File: src/rtl/serial_mismatch_counter_pkg.sv
// serial_mismatch_counter_pkg: shared FSM state encoding and default frame length
package serial_mismatch_counter_pkg;
  typedef enum logic [1:0] {
    IDLE = 2'b00,
    RUN  = 2'b01,
    DONE = 2'b10
  } state_e;
  localparam int FRAME_LEN_DEF = 8;
endpackage

File: src/rtl/serial_mismatch_counter_xor_nor_cell.sv
// xor_nor_cell: 1-bit difference y = a ^ b built from five NOR gates
module xor_nor_cell (
  input  logic a_i,
  input  logic b_i,
  output logic y_o
);
  logic n1, n2, n3, n4;
  assign n1  = ~(a_i | b_i);
  assign n2  = ~(a_i | n1);
  assign n3  = ~(b_i | n1);
  assign n4  = ~(n2 | n3);
  assign y_o = ~(n4 | n4);
endmodule

File: src/rtl/serial_mismatch_counter.sv
// serial_mismatch_counter: per-frame Hamming distance, difference parity and equality of two serial streams.
// Defining MISMATCH_ABORT_EN ends a frame at its first mismatching beat.
module serial_mismatch_counter
  import serial_mismatch_counter_pkg::*;
#(
  parameter int FRAME_LEN = FRAME_LEN_DEF,
  parameter int CNT_W     = 4
) (
  input  logic             clk,
  input  logic             rst_n,
  input  logic             start,
  input  logic             in_valid,
  input  logic             in_a,
  input  logic             in_b,
  output logic             in_ready,
  output logic             busy,
  output logic             done,
  output logic             equal,
  output logic             parity,
  output logic [CNT_W-1:0] mismatch_cnt
);
  state_e           state_q, state_d;
  logic [CNT_W-1:0] cnt_q, cnt_d, idx_q, idx_d;
  logic             par_q, par_d, eq_q, eq_d, diff, last;
  xor_nor_cell u_diff (.a_i(in_a), .b_i(in_b), .y_o(diff));
`ifdef MISMATCH_ABORT_EN
  assign last = (idx_q == CNT_W'(FRAME_LEN - 1)) || diff;
`else
  assign last = idx_q == CNT_W'(FRAME_LEN - 1);
`endif
  always_comb begin
    state_d = state_q;
    cnt_d   = cnt_q;
    par_d   = par_q;
    eq_d    = eq_q;
    idx_d   = idx_q;
    case (state_q)
      IDLE: if (start) begin
        state_d = RUN;
        cnt_d   = '0;
        par_d   = 1'b0;
        idx_d   = '0;
      end
      RUN: if (in_valid) begin
        cnt_d = cnt_q + CNT_W'(diff);
        par_d = par_q ^ diff;
        idx_d = idx_q + CNT_W'(1);
        if (last) begin
          state_d = DONE;
          eq_d    = cnt_d == '0;
        end
      end
      DONE:    state_d = IDLE;
      default: state_d = IDLE;
    endcase
  end
  always_ff @(posedge clk or negedge rst_n) begin
    if (!rst_n) begin
      state_q <= IDLE;
      cnt_q   <= '0;
      par_q   <= 1'b0;
      eq_q    <= 1'b0;
      idx_q   <= '0;
    end else begin
      state_q <= state_d;
      cnt_q   <= cnt_d;
      par_q   <= par_d;
      eq_q    <= eq_d;
      idx_q   <= idx_d;
    end
  end
  assign in_ready     = state_q == RUN;
  assign busy         = state_q == RUN;
  assign done         = state_q == DONE;
  assign equal        = eq_q;
  assign parity       = par_q;
  assign mismatch_cnt = cnt_q;
endmodule

File: config.mk
export PLATFORM = sky130hd
export DESIGN_NAME = serial_mismatch_counter
export DESIGN_NICKNAME = d
export VERILOG_FILES = /design/src/rtl/serial_mismatch_counter_pkg.sv /design/src/rtl/serial_mismatch_counter_xor_nor_cell.sv /design/src/rtl/serial_mismatch_counter.sv
export SDC_FILE = /design/constraint.sdc
export NUM_CORES = 1
export LEC_CHECK = 0
export ABC_AREA = 1
export CAP_MARGIN = 20
export CELL_PAD_IN_SITES_DETAIL_PLACEMENT = 1
export CELL_PAD_IN_SITES_GLOBAL_PLACEMENT = 1
export CORE_MARGIN = 2
export CORE_UTILIZATION = 37
export DETAILED_ROUTE_END_ITERATION = 7
export PLACE_DENSITY = 0.9
export SKIP_CTS_REPAIR_TIMING = 1
export SLEW_MARGIN = 40
export SYNTH_ARGS = -nofsm -noshare
export SYNTH_HDL_FRONTEND = slang
export SYNTH_SLANG_ARGS = --single-unit
File: constraint.sdc
create_clock -name clk -period 2.25 [get_ports clk]
set_input_delay 0.675 -clock clk [delete_from_list [all_inputs] [get_ports clk]]
set_output_delay 0.675 -clock clk [all_outputs]
set_load 0.01 [all_outputs]
==> results.ini, run 1 <==
[floorplan]
rows=15
die-area_sq_um=2120
die_y_um=46.1
initial_core_util=0.387
design.portCount=15
die_w_um=46.1
coreArea_sq_um=1690

[sta]
setup_violations=0
slew_viol_final=0
rsz0062_at_grt=false
tns_ns=0
hold_viol=0
worst_slew_pin_slew_ns=0.567
period_share=0.913
maxSlewHeadroom=0.621
period_needed_ns=2.05
max_clock_freq_mhz=487
skew_ns=0.000795

[run]
cap_violations=0

[yosys]
ys_ff_latch=12
synth_area_leaders=dfrtp_1 (46%), nand2_1 (14%), inv_1 (6.3%)
syn-instance-count=80
synthesis.nets=89
synth.distinct_cells=20
yosysWarnings=0
synth_area_per_cell_sq_um=8.18
synth_top_area_cell=dfrtp_1
synth_seq_area_share=0.459
syn-cell-area_sq_um=654
netlist.area_leader.share=0.459

[detailed_routing]
ant_nets=0
wl_per_cell_um=14.6
via_per_inst=5.25
vias=609
dr.pass1.iters=2
drtIter0Drc=3
drc_errors=0
wirelength_um=1690

[clock_tree]
cts_sinks=12
cts_buffers=3
cts_tree=done
htree_levels=1
max-clock-path-buffers=2
insertion_delay_ns=0.28
clk_pin_slew_ns=0.08
root_buffer=clkbuf_4

[layout]
fillers=202
mostFrequentLayoutCells=nand2_1 (25), dfrtp_1 (12), clkdlybuf4s50_1 (12)
syn2layout_area_growth_pct=32.1
final_cells=116
final_common_cell=nand2_1
antenna_cells=0
layout-drive-gt1-share=0.131
fin_util=0.512
final_nets=109

[power]
leakagePower_nw=0.436
fin_total_pwr_mw=1.10
pwr_density_cell_nw_per_um2=1270
ir_worst_vdd_uv=561

[critical_path]
critPathBufInv=1
critPathArrivalTime_ns=1.38
worstSetupStartpointType=flip-flop
cp_cell_sequence=nor2_1, clkdlybuf4s50_1
end_kind=primary output
worstSetupPathType=reg -> out
crit_required_ns=1.57
crit_family=buffers and inverters
max_stage_delay_ns=0.54
crit_fanout=4
slowest_stage=clkdlybuf4s50_1

[global_routing]
grt_pass1_vias=681
grt_max_degree=13
grt-ovfl-total=0
track_usage=0.191
antenna_found_initial=0
grt_first_pass_wirelength_um=2800

[place]
routabilityCongestion=0.704
port_buffers=14
placed_cells=112
dpl.hpwl_um=1210

[run_status]
status=completed

[worst_hold_path]
min_path_type=reg -> reg

final cells by class:
cell class,count,area (sq um),share of cell area
Clock buffer,4,36.3,0.0420
Inverter,12,47.5,0.0550
Multi-Input combinational cell,55,299,0.346
Sequential cell,12,300,0.347
Tap cell,17,21.3,0.0246
Timing Repair Buffer,16,160,0.185
final timing paths:
path / startpoint / endpoint / slack (ns) / cells past startpoint
max: state_q[0] / done / 0.20 / 2
min: idx_q[3] / idx_q[3] / 0.53 / 2
max reg2reg: mismatch_cnt[0] / equal / 0.89 / 7
min reg2reg: idx_q[3] / idx_q[3] / 0.53 / 2
max in group asynchronous: rst_n / mismatch_cnt[1] / 1.13 / 1
min in group asynchronous: rst_n / mismatch_cnt[2] / 0.75 / 1
synthesized netlist by cell type (all sizes together):
cell type and instances:
buf 1, inv 12, a21oi 1, nand3 7, mux2i 1, o211ai 1
or2 1, ha 3, o21ai 6, nor2 5, dfrtp 12, nand4 3
nand2 27
power by group:
group | switching, mW | leakage [nW] | internal [mW] | total (mW)
Combinational | 0.279 | 0.265 | 0.240 | 0.519
Clock | 0.0806 | 0.0210 | 0.0985 | 0.179
Sequential | 0.0978 | 0.150 | 0.302 | 0.400
Total | 0.458 | 0.436 | 0.640 | 1.10
cell families (layout without fill, tap and decap cells):
logic type | Yosys count | after routing | synth area share
flops | 12 | 12 | 0.459
mux | 1 | 1 | 0.0153
simple gates | 43 | 43 | 0.314
buf+inv | 13 | 32 | 0.0841
fa+ha+maj | 3 | 3 | 0.0574
compound gates | 8 | 8 | 0.0707
flip-flops by register name (all words and copies together), names as in the netlist:
name and flops:
parity 1, state_q 2, idx_q 4, mismatch_cnt 4, equal 1
layer usage:
layer  vias up  wire, um  GRT usage
li1        292         -          -
met1       296       721      0.208
met2        14       858      0.333
met3         7        41     0.0196
met4         0        70      0.149
met5         -         0          0
worst reg2reg max path, delay by kind of cell (launching register included):
family | cells | cell delay (ns)
adders and majority gates | 2 | 0.50
DFF | 1 | 0.41
buffers and inverters | 1 | 0.08
and+or+nand+nor | 4 | 0.31
per-stage QoR:
stage          hold WS (ns)  cell area [sq um]  worst slack (ns)
3_5_place_dp          0.505                823           0.00431
5_1_grt               0.561                865             0.135
6_report              0.526                865             0.196
2_1_floorplan         0.379                654             0.595
4_1_cts               0.530                860          -0.00990
3_3_place_gp          0.491                823            0.0768
No activity file was read; power rests on OpenSTA's default activity.
==> run 2, diff against run 1 <==
--- a/config.mk
+++ b/config.mk
@@ -10,9 +10,9 @@
 export CELL_PAD_IN_SITES_DETAIL_PLACEMENT = 1
 export CELL_PAD_IN_SITES_GLOBAL_PLACEMENT = 1
 export CORE_MARGIN = 2
-export CORE_UTILIZATION = 37
+export CORE_UTILIZATION = 35
 export DETAILED_ROUTE_END_ITERATION = 7
-export PLACE_DENSITY = 0.9
+export PLACE_DENSITY = 0.87
 export SKIP_CTS_REPAIR_TIMING = 1
 export SLEW_MARGIN = 40
 export SYNTH_ARGS = -nofsm -noshare
==> results.ini, run 2 (synthesis results as in run 1) <==
[run_status]
status=completed  ; unchanged

[floorplan]
die_y_um=47.2  ; was 46.1 um
design.portCount=15  ; unchanged
die_w_um=47.2  ; was 46.1 um
coreArea_sq_um=1750  ; was 1690 sq um
rows=15  ; unchanged
die-area_sq_um=2230  ; was 2120 sq um
initial_core_util=0.375  ; was 0.387

[layout]
syn2layout_area_growth_pct=33.7  ; was 32.1%
antenna_cells=0  ; unchanged
final_common_cell=nand2_1  ; unchanged
fillers=225  ; was 202
layout-drive-gt1-share=0.131  ; unchanged
mostFrequentLayoutCells=nand2_1 (25), dfrtp_1 (12), clkdlybuf4s50_1 (12)  ; unchanged
final_nets=109  ; unchanged

[place]
dpl.hpwl_um=1110  ; was 1210 um
routabilityCongestion=0.672  ; was 0.704
dp_slack_ns=0.0170  ; was 0.00431 ns
port_buffers=14  ; unchanged

[sta]
slew_viol_final=0  ; unchanged
rsz0062_at_grt=false  ; unchanged
maxSlewHeadroom=0.619  ; was 0.621
setup_violations=0  ; unchanged
worst_slew_pin_slew_ns=0.569  ; was 0.567 ns
fin_ws_ns=0.208  ; was 0.196 ns
skew_ns=0.00293  ; was 0.000795 ns
max_clock_freq_mhz=490  ; was 487 MHz
period_needed_ns=2.04  ; was 2.05 ns
hold_viol=0  ; unchanged
period_share=0.907  ; was 0.913

[critical_path]
crit_fanout=4  ; unchanged
worstSetupPathType=reg -> out  ; unchanged
worstSetupStartpointType=flip-flop  ; unchanged
critPathArrivalTime_ns=1.37  ; was 1.38 ns
crit_required_ns=1.57  ; about the same
end_kind=primary output  ; unchanged

[detailed_routing]
via_per_inst=4.90  ; was 5.25
wirelength_um=1470  ; was 1690 um
dr.pass1.iters=4  ; was 2
wl_per_cell_um=11.9  ; was 14.6 um
drc_errors=0  ; unchanged
vias=607  ; was 609
drtIter0Drc=2  ; was 3
ant_nets=0  ; unchanged

[clock_tree]
max-clock-path-buffers=2  ; unchanged
cts_sinks=12  ; unchanged
clk_pin_slew_ns=0.08  ; about the same
htree_levels=1  ; unchanged
insertion_delay_ns=0.28  ; about the same
cts_buffers=3  ; unchanged
cts_tree=done  ; unchanged
root_buffer=clkbuf_4  ; unchanged

[run]
cap_violations=0  ; unchanged

[global_routing]
met3_usage=0.0462  ; was 0.0196
busiest_layer=met2  ; unchanged
grt_max_degree=13  ; unchanged
use_met1=0.191  ; was 0.208
antenna_found_initial=0  ; unchanged
gr-usage-met2=0.270  ; was 0.333
grt-ovfl-total=0  ; unchanged
grt_pass1_vias=568  ; was 681
track_usage=0.158  ; was 0.191
grt_first_pass_wirelength_um=2440  ; was 2800 um

[power]
fin_total_pwr_mw=1.08  ; was 1.10 mW
ir_worst_vdd_uv=474  ; was 561 uV
power_switching_mw=0.440  ; was 0.458 mW
p_int_mw=0.639  ; was 0.640 mW
comb_power_share=0.471  ; was 0.473
clock_power_share=0.165  ; was 0.163
leakagePower_nw=0.436  ; unchanged
power_frac_seq=0.364  ; about the same
pwr_density_cell_nw_per_um2=1230  ; was 1270 nW/um^2
switching_share=0.408  ; was 0.417

[worst_hold_path]
min_path_type=reg -> reg  ; unchanged

-- run 2: metal layers --
layer  share of wire  vias to the layer above
met3           0.034                        3
met4           0.015                        0
met2            0.50                       13
li1                -                      298
met5               0                        -
met1            0.45                      293
-- run 2: worst paths after layout --
path / start / endpoint / slack [ns] / depth (start not counted)
max in group asynchronous: rst_n / idx_q[3] / 1.12 / 1
max: state_q[0] / done / 0.21 / 2
max reg2reg: mismatch_cnt[0] / equal / 0.87 / 7
min: idx_q[3] / idx_q[3] / 0.52 / 2
min in group asynchronous: rst_n / mismatch_cnt[0] / 0.75 / 1
min reg2reg: idx_q[3] / idx_q[3] / 0.52 / 2
-- run 2: power groups by stage --
stage | Clock, mW | Sequential, mW | Combinational (mW)
floorplan | 0 | 0.401 | 0.296
finish | 0.178 | 0.393 | 0.508
CTS | 0.180 | 0.394 | 0.521
detailed placement | 0 | 0.399 | 0.511
global placement | 0 | 0.391 | 0.493
global route | 0.190 | 0.409 | 0.570
-- run 2: layout make-up --
| class | instances | area, sq um | area share |
|---|---|---|---|
| Tap cell | 25 | 31.3 | 0.0358 |
| Sequential cell | 12 | 300 | 0.343 |
| Multi-Input combinational cell | 55 | 299 | 0.342 |
| Clock buffer | 4 | 36.3 | 0.0415 |
| Timing Repair Buffer | 16 | 160 | 0.183 |
| Inverter | 12 | 47.5 | 0.0544 |
-- run 2: per-stage QoR --
step | cell area, sq um | hold WS [ns] | util | std cells | setup TNS (ns)
5_1_grt | 875 | 0.539 | 0.501 | 124 | 0
2_1_floorplan | 654 | 0.379 | - | 80 | 0
3_3_place_gp | 833 | 0.489 | 0.477 | 120 | 0
3_5_place_dp | 833 | 0.507 | 0.477 | 120 | 0
4_1_cts | 870 | 0.526 | 0.498 | 124 | -0.0257
6_report | 875 | 0.523 | 0.501 | 124 | 0
-- run 2: worst max-delay path, stage by stage (launching register included) --
cell,delay [ns]
dfrtp_1,0.44
nor2_1,0.12
clkdlybuf4s50_1,0.53
==> run 3, diff against run 2 <==
--- a/config.mk
+++ b/config.mk
@@ -10,9 +10,9 @@
 export CELL_PAD_IN_SITES_DETAIL_PLACEMENT = 1
 export CELL_PAD_IN_SITES_GLOBAL_PLACEMENT = 1
 export CORE_MARGIN = 2
-export CORE_UTILIZATION = 35
+export CORE_UTILIZATION = 31
 export DETAILED_ROUTE_END_ITERATION = 7
-export PLACE_DENSITY = 0.87
+export PLACE_DENSITY = 0.82
 export SKIP_CTS_REPAIR_TIMING = 1
 export SLEW_MARGIN = 40
 export SYNTH_ARGS = -nofsm -noshare
==> constraint.sdc (replaced) <==
create_clock -name clk -period 1.76 [get_ports clk]
set_input_delay 0.528 -clock clk [delete_from_list [all_inputs] [get_ports clk]]
set_output_delay 0.528 -clock clk [all_outputs]
set_load 0.01 [all_outputs]
==> results.ini, run 3 (synthesis results as in run 1) <==
[run_status]
status=completed  ; unchanged

[place]
port_buffers=14  ; unchanged
placed_cells=125  ; was 120
dp_slack_ns=-0.330  ; was 0.0170 ns
dpl.hpwl_um=1240  ; was 1110 um
routabilityCongestion=0.713  ; was 0.672
place_area_sq_um=858  ; was 833 sq um

[layout]
final_cell_area_sq_um=945  ; was 875 sq um
final_nets=115  ; was 109
final_common_cell=nand2_1  ; unchanged
layout-drive-gt1-share=0.219  ; was 0.131
final_cells=132  ; was 124
mostFrequentLayoutCells=nand2_1 (25), inv_1 (10), dfrtp_1 (10)  ; was nand2_1 (25), dfrtp_1 (12), clkdlybuf4s50_1 (12)
syn2layout_area_growth_pct=44.4  ; was 33.7%
antenna_cells=0  ; unchanged
fin_util=0.477  ; was 0.501

[power]
power_switching_mw=0.573  ; was 0.440 mW
leakagePower_nw=0.546  ; was 0.436 nW
switching_share=0.399  ; was 0.408
p_int_mw=0.862  ; was 0.639 mW
comb_power_share=0.495  ; was 0.471
power_frac_seq=0.348  ; was 0.364
fin_total_pwr_mw=1.44  ; was 1.08 mW
pwr_density_cell_nw_per_um2=1520  ; was 1230 nW/um^2
clock_power_share=0.157  ; was 0.165
ir_worst_vdd_uv=623  ; was 474 uV

[clock_tree]
clk_pin_slew_ns=0.08  ; about the same
root_buffer=clkbuf_4  ; unchanged
cts_buffers=3  ; unchanged
insertion_delay_ns=0.28  ; about the same
htree_levels=1  ; unchanged
max-clock-path-buffers=2  ; unchanged
cts_tree=done  ; unchanged
cts_sinks=12  ; unchanged

[detailed_routing]
dr.pass1.iters=4  ; unchanged
dr_wl_met2_um=821  ; was 737 um
drc_errors=0  ; unchanged
via_per_inst=4.64  ; was 4.90
drtIter0Drc=2  ; unchanged
wl_met1_um=685  ; was 659 um
wl_met3_um=53  ; was 50 um
vias=612  ; was 607
wl_per_cell_um=12.1  ; was 11.9 um
top_layer_used=met4  ; unchanged
ant_nets=0  ; unchanged
wirelength_um=1590  ; was 1470 um

[critical_path]
crit_family=buffers and inverters  ; unchanged
r2r_cells=7  ; unchanged
slowest_stage=clkdlybuf4s50_1  ; unchanged
timing.rr.end=equal  ; unchanged
cp_cell_sequence=clkdlybuf4s50_1  ; was nor2_1, clkdlybuf4s50_1
critPathArrivalTime_ns=1.17  ; was 1.37 ns
crit_required_ns=1.23  ; was 1.57 ns
worstSetupPathType=reg -> out  ; unchanged
r2r_setup_slack_ns=0.46  ; was 0.87 ns
crit_fanout=2  ; was 4
worstSetupStartpointType=flip-flop  ; unchanged
r2r-start=mismatch_cnt[0]  ; unchanged
critPathBufInv=1  ; unchanged
max_stage_delay_ns=0.54  ; was 0.53 ns
end_kind=primary output  ; unchanged

[sta]
rsz0062_at_grt=false  ; unchanged
max_clock_freq_mhz=588
slew_viol_final=0  ; unchanged
period_needed_ns=1.70
hold_slack_ns=0.530  ; was 0.523 ns
hold_viol=0  ; unchanged
worst_slew_pin_slew_ns=0.165  ; was 0.569 ns
period_share=0.966
maxSlewHeadroom=0.889  ; was 0.619
setup_violations=0  ; unchanged
tns_ns=0  ; unchanged
skew_ns=0.00479  ; was 0.00293 ns
fin_ws_ns=0.0595  ; was 0.208 ns

[floorplan]
rows=16  ; was 15
initial_core_util=0.330  ; was 0.375
die_w_um=49.9  ; was 47.2 um
design.portCount=15  ; unchanged
coreArea_sq_um=1980  ; was 1750 sq um
die-area_sq_um=2490  ; was 2230 sq um
die_y_um=49.9  ; was 47.2 um

[global_routing]
grt_pass1_vias=646  ; was 568
grt_first_pass_wirelength_um=2750  ; was 2440 um
grt-ovfl-total=0  ; unchanged
grt_max_degree=13  ; unchanged
antenna_found_initial=0  ; unchanged
track_usage=0.146  ; was 0.158

[run]
cap_violations=0  ; unchanged

[worst_hold_path]
hold_path_end=equal  ; was idx_q[3]
worstHoldStart=equal  ; was idx_q[3]
hold_path_depth=2  ; unchanged
min_path_type=reg -> reg  ; unchanged

## run 3: how the worst max path moves through the flow
| stage | start | to | slack (ns) | cells after the start |
|---|---|---|---|---|
| final | mismatch_cnt[3] | mismatch_cnt[3] | 0.06 | 1 |
| after global routing | equal | equal | 0.02 | 1 |
| after CTS | state_q[1] | in_ready | -0.25 | 4 |
| after detailed placement | in_b | equal | -0.33 | 11 |
| after global placement | in_b | equal | -0.26 | 11 |
| after floorplan | in_b | equal | 0.25 | 10 |
## run 3: metal layers
layer	global-route usage	up-vias
met5	0	-
met4	0.0694	0
met1	0.172	287
met2	0.247	14
met3	0.0364	5
li1	-	306
## run 3: power by group through the flow
stage | clock (mW) | sequential (mW) | combinational (mW)
4_1_cts | 0.233 | 0.506 | 0.690
3_3_place_gp | 0 | 0.502 | 0.651
2_1_floorplan | 0 | 0.513 | 0.379
5_1_grt | 0.247 | 0.518 | 0.810
6_report | 0.226 | 0.499 | 0.710
3_5_place_dp | 0 | 0.511 | 0.684
## run 3: layout make-up
| class | instances | area (sq um) |
|---|---|---|
| clock buffer | 4 | 36.3 |
| multi-input combinational | 55 | 302 |
| fill | 242 | 1040 |
| inverter | 12 | 47.5 |
| tap | 27 | 33.8 |
| sequential | 12 | 303 |
| timing repair buffer | 22 | 223 |
